File: src/rtl/pipe_hazard_ctrl.sv
// Hazard controller for the in-order TinyRV1 pipeline: bypass selects, load-use stalls,
// X-stage freezes and W-stage RF write controls. Define HAZARD_SQUASH_EN to enable redirect squashing.
module pipe_hazard_ctrl #(
  parameter int NSTG   = 3,
  parameter int RA_W   = 5,
  parameter int LD_STG = 2,
  parameter int CNT_W  = 16,
  localparam int SEL_W = $clog2(NSTG + 1)
) (
  input  logic             clk,
  input  logic             rst,
  input  logic             d_inst_val,
  input  logic             d_rs1_en,
  input  logic             d_rs2_en,
  input  logic [RA_W-1:0]  d_rs1,
  input  logic [RA_W-1:0]  d_rs2,
  input  logic             d_wen,
  input  logic [RA_W-1:0]  d_rd,
  input  logic             d_is_load,
  input  logic             x_busy,
  input  logic             redirect_d,
  input  logic             redirect_x,
  output logic             reg_en_F,
  output logic             reg_en_D,
  output logic             squash_F,
  output logic             squash_D,
  output logic [SEL_W-1:0] op1_byp_sel,
  output logic [SEL_W-1:0] op2_byp_sel,
  output logic             d_live,
  output logic             rf_wen_W,
  output logic [RA_W-1:0]  rf_waddr_W,
  output logic [CNT_W-1:0] stall_cnt
);

  // Per-stage destination records; index 1 is X, index NSTG is W.
  logic              r_val_fd;
  logic [NSTG:1]     r_val;
  logic [NSTG:1]     r_wen;
  logic [NSTG:1]     r_ld;
  logic [RA_W-1:0]   r_rd [1:NSTG];
  logic [CNT_W-1:0]  r_stall_cnt;

  logic              w_val_d;
  logic              w_d_live;
  logic              w_stall_d;
  logic              w_freeze;
  logic              w_reg_en;
  logic              w_squash_d;
  logic              w_squash_f;
  logic              w_lu1;
  logic              w_lu2;
  logic [SEL_W-1:0]  w_sel1;
  logic [SEL_W-1:0]  w_sel2;

  assign w_val_d  = r_val_fd & d_inst_val;
  assign w_d_live = w_val_d & ~w_squash_d;
  assign w_freeze = x_busy;

  // Scan oldest to youngest so the youngest matching producer overrides older ones.
  always_comb begin
    w_sel1 = '0;
    w_lu1  = 1'b0;
    w_sel2 = '0;
    w_lu2  = 1'b0;
    for (int k = NSTG; k >= 1; k--) begin
      if (r_val[k] && r_wen[k] && (r_rd[k] != '0)) begin
        if (d_rs1_en && (r_rd[k] == d_rs1)) begin
          w_lu1  = r_ld[k] && (k < LD_STG);
          w_sel1 = w_lu1 ? '0 : SEL_W'(k);
        end
        if (d_rs2_en && (r_rd[k] == d_rs2)) begin
          w_lu2  = r_ld[k] && (k < LD_STG);
          w_sel2 = w_lu2 ? '0 : SEL_W'(k);
        end
      end
    end
  end

  assign w_stall_d = w_val_d & (w_lu1 | w_lu2) & ~w_squash_d;
  assign w_reg_en  = ~(w_stall_d | w_freeze);

`ifdef HAZARD_SQUASH_EN
  // A taken branch in X only counts once the multi-cycle unit has finished.
  assign w_squash_d = r_val[1] & redirect_x & ~x_busy;
  assign w_squash_f = w_squash_d | (w_val_d & redirect_d & ~w_stall_d & ~w_freeze);
`else
  logic w_unused_redirect;
  assign w_unused_redirect = redirect_d | redirect_x;
  assign w_squash_d        = 1'b0;
  assign w_squash_f        = 1'b0;
`endif

  always_ff @(posedge clk or negedge rst) begin
    if (!rst) begin
      r_val_fd    <= 1'b0;
      r_val       <= '0;
      r_wen       <= '0;
      r_ld        <= '0;
      r_stall_cnt <= '0;
      for (int k = 1; k <= NSTG; k++) r_rd[k] <= '0;
    end else begin
      if (w_freeze) begin
        // X holds its instruction, a bubble drops into stage 2, older stages drain.
        r_val[2] <= 1'b0;
        for (int k = 3; k <= NSTG; k++) begin
          r_val[k] <= r_val[k-1];
          r_wen[k] <= r_wen[k-1];
          r_ld[k]  <= r_ld[k-1];
          r_rd[k]  <= r_rd[k-1];
        end
      end else begin
        r_val[1] <= w_d_live & ~w_stall_d;
        r_wen[1] <= d_wen;
        r_ld[1]  <= d_is_load;
        r_rd[1]  <= d_rd;
        for (int k = 2; k <= NSTG; k++) begin
          r_val[k] <= r_val[k-1];
          r_wen[k] <= r_wen[k-1];
          r_ld[k]  <= r_ld[k-1];
          r_rd[k]  <= r_rd[k-1];
        end
      end

      if (w_squash_f) r_val_fd <= 1'b0;
      else if (w_reg_en) r_val_fd <= 1'b1;

      if ((w_stall_d | w_freeze) && (r_stall_cnt != '1))
        r_stall_cnt <= r_stall_cnt + 1'b1;
    end
  end

  assign reg_en_F    = w_reg_en;
  assign reg_en_D    = w_reg_en;
  assign squash_F    = w_squash_f;
  assign squash_D    = w_squash_d;
  assign op1_byp_sel = w_sel1;
  assign op2_byp_sel = w_sel2;
  assign d_live      = w_d_live;
  assign rf_wen_W    = r_val[NSTG] & r_wen[NSTG] & (r_rd[NSTG] != '0);
  assign rf_waddr_W  = r_rd[NSTG];
  assign stall_cnt   = r_stall_cnt;

endmodule

File: config.mk
export PLATFORM = sky130hd
export DESIGN_NAME = pipe_hazard_ctrl
export DESIGN_NICKNAME = d
export VERILOG_FILES = /design/src/rtl/pipe_hazard_ctrl.sv
export SDC_FILE = /design/constraint.sdc
export NUM_CORES = 1
export LEC_CHECK = 0
export CAP_MARGIN = 20
export CORE_ASPECT_RATIO = 0.8
export CORE_MARGIN = 5
export CORE_UTILIZATION = 41
export DETAILED_ROUTE_END_ITERATION = 12
export GPL_TIMING_DRIVEN = 0
export MAX_ROUTING_LAYER = met4
export PLACE_DENSITY = 0.69
export SLEW_MARGIN = 20
export SYNTH_ARGS = -nofsm -noshare
export SYNTH_HDL_FRONTEND = slang
export SYNTH_SLANG_ARGS = --single-unit
export TNS_END_PERCENT = 50
File: constraint.sdc
create_clock -name clk -period 3.05 [get_ports clk]
set_input_delay 0.61 -clock clk [delete_from_list [all_inputs] [get_ports clk]]
set_output_delay 0.61 -clock clk [all_outputs]
set_load 0.01 [all_outputs]
Yosys cells after proc, flatten, opt, wreduce, memory -nomap -nowiden
Cells that the tools add are included.
{"block": "totals", "register_bits": 39, "inputBits": 25, "output_inout_bits": 31}
{"block": "op_classes", "n_addsub": 1, "eq_ne": 7, "muxes": 18, "bitwise_logic": 9, "reduce_logical": 16}
{"cell": "$eq 5x5->1", "n": 6}
{"cell": "$mux 2", "n": 12}
{"cell": "$add 16x1->16 const B", "n": 1}
{"cell": "$ne 16x16->1 const B", "n": 1}
{"cell": "$reduce_bool 5->1", "n": 3}
{"cell": "$logic_and 1x1->1", "n": 13}
{"cell": "$mux 1", "n": 6}
{"cell": "$and 1x1->1", "n": 5}
{"cell": "$not 1->1", "n": 2}
{"cell": "$or 1x1->1", "n": 2}

Logic depth before layout (Yosys ltp)
{"block": "logic_depth", "ltp_word": 8, "depth_mapped": 8}

Least setup slack after synthesis
No wires, ideal clock.
{"block": "synth_timing", "path_kind": "input to output", "start": "in d_rs2[3]", "end": "out reg_en_F", "arrival_time_ns": 1.985, "t_required_ns": 2.440, "slack_ns": 0.455, "cell_stages": 7, "path_buffers": 2, "path_cell_list": "xor2_1 -> nor4_2 -> nand3_1 -> a211oi_4 -> buf_6 -> nor2_1 -> buf_4"}
{"block": "synth_via", "elab_chain_len": 8}
{"element": "from (decl)", "line_no": "16", "source": "input logic [RA_W-1:0] d_rs2,"}
{"element": "$eq 5x5->1", "line_no": "71", "source": "if (d_rs2_en && (r_rd[k] == d_rs2)) begin"}
{"element": "$logic_and 1x1->1", "line_no": "71"}
{"element": "$mux 1", "line_no": "71"}
{"element": "$mux 1", "line_no": "66", "source": "if (r_val[k] && r_wen[k] && (r_rd[k] != '0)) begin"}
{"element": "$or 1x1->1", "line_no": "79", "source": "assign w_stall_d = w_val_d & (w_lu1 | w_lu2) & ~w_squash_d;"}
{"element": "$and 1x1->1", "line_no": "79"}
{"element": "$or 1x1->1", "line_no": "80", "source": "assign w_reg_en = ~(w_stall_d | w_freeze);"}
{"element": "$not 1->1", "line_no": "80"}
{"element": "to (decl)", "line_no": "23", "source": "output logic reg_en_F,"}
Every way passes these cells.

Worst setup path after layout
{"block": "layout_timing", "start": "in d_rs1[4]", "end": "out reg_en_F"}
{"block": "layout_via", "elab_chain_len": 8}
{"element": "from (decl)", "line_no": "15", "source": "input logic [RA_W-1:0] d_rs1,"}
{"element": "$eq 5x5->1", "line_no": "67", "source": "if (d_rs1_en && (r_rd[k] == d_rs1)) begin"}
{"element": "$logic_and 1x1->1", "line_no": "67"}
{"element": "$mux 1", "line_no": "67"}
{"element": "$mux 1", "line_no": "66"}
{"element": "$or 1x1->1", "line_no": "79"}
{"element": "$and 1x1->1", "line_no": "79"}
{"element": "$or 1x1->1", "line_no": "80"}
{"element": "$not 1->1", "line_no": "80"}
Every way passes these cells.

==> results by stage <==
Status:
- The flow ran to the end, and the final reports show no timing, DRC or antenna violations.

STA:
- In the final timing run, aggregate negative setup slack is 0 ns.
- Setup violations remaining at the end of the flow were counted as 0.
- The time the final worst path needs with I/O delays and setup is a little under 3 ns.
- The final worst hold slack is 0.160 ns.
- For the pin with the worst max-slew slack, the measured transition is between 0.6 and 0.7 ns.
- Derived from the worst setup path, the maximum achievable clock frequency is 0.335 GHz.
- The hold violation total from the final report is 0.
- The max-slew violation total from the final report came to 0.
- The final critical-path share of the clock period is between 90% and 100%.
- The setup clock skew after layout is 0.00725 ns.
- Headroom to the max-slew limit came out at around 59%.

Floorplan:
- The die is ~75 µm tall.
- The standard-cell row count is 23.
- The core area is just over 0.005 mm².
- The starting utilization of the core area is approximately 43%.
- During I/O placement, the number of pins put on the boundary was 56.
- The total die area is approximately 0.0069 mm².
- The floorplan step set the die width to approximately 92 µm.

Synthesis:
- Summing the areas of all compound-gate instances in the mapped netlist gives between 10% and 20% of the synthesized area.
- The total of flip-flops plus latches after synthesis is 39.
- A synthesized cell averages around 11 µm².
- The multiplexer fraction of the synthesized cell area is around 8.6%.
- The synthesized netlist devotes about an eighth of its cell area to simple gates.
- Counting distinct cell types in the post-synthesis netlist gives 45.
- The synthesized netlist devotes less than 1% of its cell area to adder and majority cells.
- After synthesis, the largest family of logic cells by area is XOR/XNOR gates.
- Of the synthesized area, sequential elements account for between 40% and 50%.
- In the synthesized netlist, the number of instances is around 190.
- The number of synthesis warnings is 0.
- The post-synthesis instance area is 0.00219 mm².
- Of the total synthesized cell area, the portion taken by XOR and XNOR cells is between 10% and 20%.

Power:
- Of the total power, the clock network draws around a quarter.
- Summed over all nets, the switching power comes to 437 µW.
- The leakage power of the design is ~0.0013 µW.
- IR analysis of the VDD net gives a maximum drop of 328 µV.
- In this run switching power makes up between 30% and 40% of total power.
- The share of total power dissipated in combinational logic is 26.2%.
- The internal power of the cells totals slightly below 1000 µW.
- Registers are responsible for 48.7% of the overall power.
- The total power density per cell area is approximately 480 mW/mm².

GRT:
- The number of antenna violations at the first check in global routing is 0.
- The via count of the first global-routing pass is 1,675.
- The remaining global-route overflow is 0.
- The maximum number of pins on one net before global-route repair is 32.
- Global routing used 16.2% of the available tracks across all layers.
- The first global-routing pass estimated around 8500 µm of wire.

Placement:
- In this run the tool buffered the top-level ports with 50 buffer cells.
- The congestion estimate from routability-driven global placement came to 0.855.
- The number of cells after detailed placement is 305.
- The placed wire-length estimate is between 3000 and 4000 µm.

Critical path:
- Tracing the worst setup path back leads to its startpoint at d_rs1[4].
- The number of buffer and inverter instances along the worst setup path is 4.
- The maximum single-stage delay on the critical path is 0.30 ns.
- The startpoint type of the worst setup path is a primary input.
- By instance count, the cell type seen most on the critical path is sky130_fd_sc_hd__dlygate4sd2_1.
- In this design, the largest share of critical-path delay is due to buffers and inverters.
- The worst setup path category is in2out.
- The startpoint identified for the worst register-to-register timing path is r_rd[11].
- The critical path goes through dlygate4sd2_1, xor2_1, nor4_2, nand3b_1, a211oi_4, buf_6, nor2_1, buf_4, dlygate4sd2_1.
- The nature of the critical path endpoint is a primary output.
- The largest fanout on the critical path is 3.
- The setup check on the worst reg-to-reg path leaves a slack of approximately 0.57 ns.
- The required arrival time at the worst endpoint is roughly 2.4 ns.
- For this design, the slowest cell found on the critical path is sky130_fd_sc_hd__dlygate4sd2_1.
- The arrival time of data at the critical path endpoint is 2.37 ns.

CTS:
- Clock tree synthesis found a total of 39 sinks.
- The number of buffers created by CTS is 5.
- The hold buffer count at CTS is 0.
- The H-tree was split into 2 levels.
- The latest clock arrival within the worst-skew pair is roughly 0.3 ns.
- The CTS tree is yes.
- The number of buffers between clock root and the deepest sink is 2.
- The root buffer cell is sky130_fd_sc_hd__clkbuf_8.
- After clock tree synthesis, the clock-pin slew on the worst setup and hold paths is approximately 0.08 ns.

Finish:
- The area growth from synthesis to layout is 33.5%.
- Leaving out filler cells and counting taps, the final layout contains 320.
- Summing all flip-flop and latch instances after layout gives 977 µm².
- The multi-input combinational cells in the finished layout cover a total of between 0.001 and 0.0015 mm².
- The count of filler cells inserted in the layout is approximately 440.
- The repair_antennas step left the layout with diodes totalling 0.
- For this run, the post-layout net count is 283.
- The leading cell type in the layout, fill and taps excluded is sky130_fd_sc_hd__dfrtp_1.
- The share of post-route cells with drive strength above 1 is 24.8%.
- The top cell types in the final layout, fill and taps aside, are sky130_fd_sc_hd__dfrtp_1 (38), sky130_fd_sc_hd__clkdlybuf4s50_1 (33), sky130_fd_sc_hd__xnor2_1 (24), sky130_fd_sc_hd__xor2_1 (18), sky130_fd_sc_hd__buf_4 (16).

Routing:
- For this run, design rule violations remaining after detail routing come to 0.
- Summed over all nets, wire length on met2 after detailed routing comes to between 2000 and 2500 µm.
- The routed design has just over 5000 µm of wire.
- For this block, the initial DRC count from the detailed router was between 90 and 100.
- The first TritonRoute pass finished after 5 iterations.
- The uppermost signal routing layer after detailed routing is met4.
- The detailed router put a total of 2580 µm of wire on met1.
- The via count is between 1.5k and 2k.
- The post-route antenna net violation count is 0.
- The sum of met3 wire segment lengths after detailed routing is 191 µm.
- Using the TritonRoute via totals, the vias-per-cell ratio works out to around 5.3.
- Dividing the detail-routed wire length by the instance count gives 16.2 µm.

Run:
- The number of maximum-capacitance constraint violations is 0.

Worst hold path:
- The path class of the tightest hold or removal check is in2async.
flip-flops by register name (all words and copies together), names as in the netlist:
register	count
r_ld	1
r_rd	10
r_val	3
r_val_fd	1
r_wen	3
rf_waddr_W	5
stall_cnt	16
timing repair:
item                       CTS  global route
setup endpoints to repair    6             3
resized for setup           25            11
pin swaps                    6             5
buffers inserted             5             2
Yosys cell counts (all sizes together):
library cell  count  share of area [%]
nand4             5                1.4
dfrtp            39                 44
clkbuf            2               0.34
and3              7                2.0
nor2b             2               0.57
and4b             1               0.46
mux2             14                7.2
inv               4               0.68
nor4bb            1               0.46
nor4              4                1.4
and2              3               0.86
a31o              1               0.40
conb              1               0.17
o21a              1               0.40
o21ai             2               0.46
or4               2               0.68
nor2              3               0.51
nand3b            1               0.34
xor2             18                7.2
nand3             3               0.91
o211ai           12                5.9
o31ai             1               0.34
o311a             1               0.46
o2111ai           2               0.80
and4              2               0.80
nand2b            1               0.29
a21oi             3               0.68
or3               1               0.29
mux2i             3                1.4
a31oi             1               0.29
nor3              2               0.46
xnor2            24                9.6
a211oi            3                1.8
ha                1               0.57
nand2             8                1.4
buf              12                4.0
stage by stage:
stage          cell area (µm²)  setup WS, ns  utilization (%)  power [µW]
6_report                  2930        0.0688             57.5        1400
5_1_grt                   2930       -0.0425             57.5        1490
4_1_cts                   2940       0.00444             57.7        1410
3_5_place_dp              2790        -0.792             54.8        1050
3_3_place_gp              2780        -0.785             54.5        1040
2_1_floorplan             2200         0.455                -         866
cells by family after synthesis:
kind of cell | after synthesis
DFF | 39
AOI/OAI and AO/OA | 27
other | 1
muxes | 17
and+or+nand+nor | 46
xor gates and xnor gates | 42
adders and majority gates | 1
buffers and inverters | 18
path summary, 6_finish.rpt:
path,endpoint,cells after the start
max in group asynchronous,r_rd[11],2
worst max-delay path,reg_en_F,9
worst min-delay path,r_rd[9],1
worst min register to register,r_val[3],0
min in group clk,r_val[3],0
worst max register to register,stall_cnt[1],9
power groups by stage:
stage,logic [µW],registers (µW),clock network [µW]
after global routing,407,699,382
after CTS,370,680,357
final,368,681,352
after floorplan,188,678,0
after detailed placement,362,688,0
after global placement,355,686,0
worst register-to-register path, cell delays in order (launching register included):
cell and delay, ns:
sky130_fd_sc_hd__dfrtp_2 0.45, sky130_fd_sc_hd__or4_4 0.56, sky130_fd_sc_hd__o211ai_4 0.21, sky130_fd_sc_hd__buf_4 0.15
sky130_fd_sc_hd__a211oi_4 0.04, sky130_fd_sc_hd__buf_4 0.14, sky130_fd_sc_hd__buf_4 0.12, sky130_fd_sc_hd__buf_4 0.15
sky130_fd_sc_hd__o21a_2 0.24, sky130_fd_sc_hd__mux2_1 0.31
routing by layer:
| layer | track usage (%) | vias to the layer above |
|---|---|---|
| li1 | - | 805 |
| met1 | 22.3 | 838 |
| met2 | 24.0 | 36 |
| met3 | 3.46 | 9 |
| met4 | 5.44 | 0 |
| met5 | - | - |
cell type report:
class,count,share of cell area [%]
multi-input cells,135,39.1
flip-flops and latches,39,33.4
repair buffers,58,18.2
plain buffers,14,3.25
well taps,62,2.65
clock buffers,6,2.48
inverters,4,0.513
clock inverters,2,0.427
Note: power is estimated with default switching activity, not from simulation.
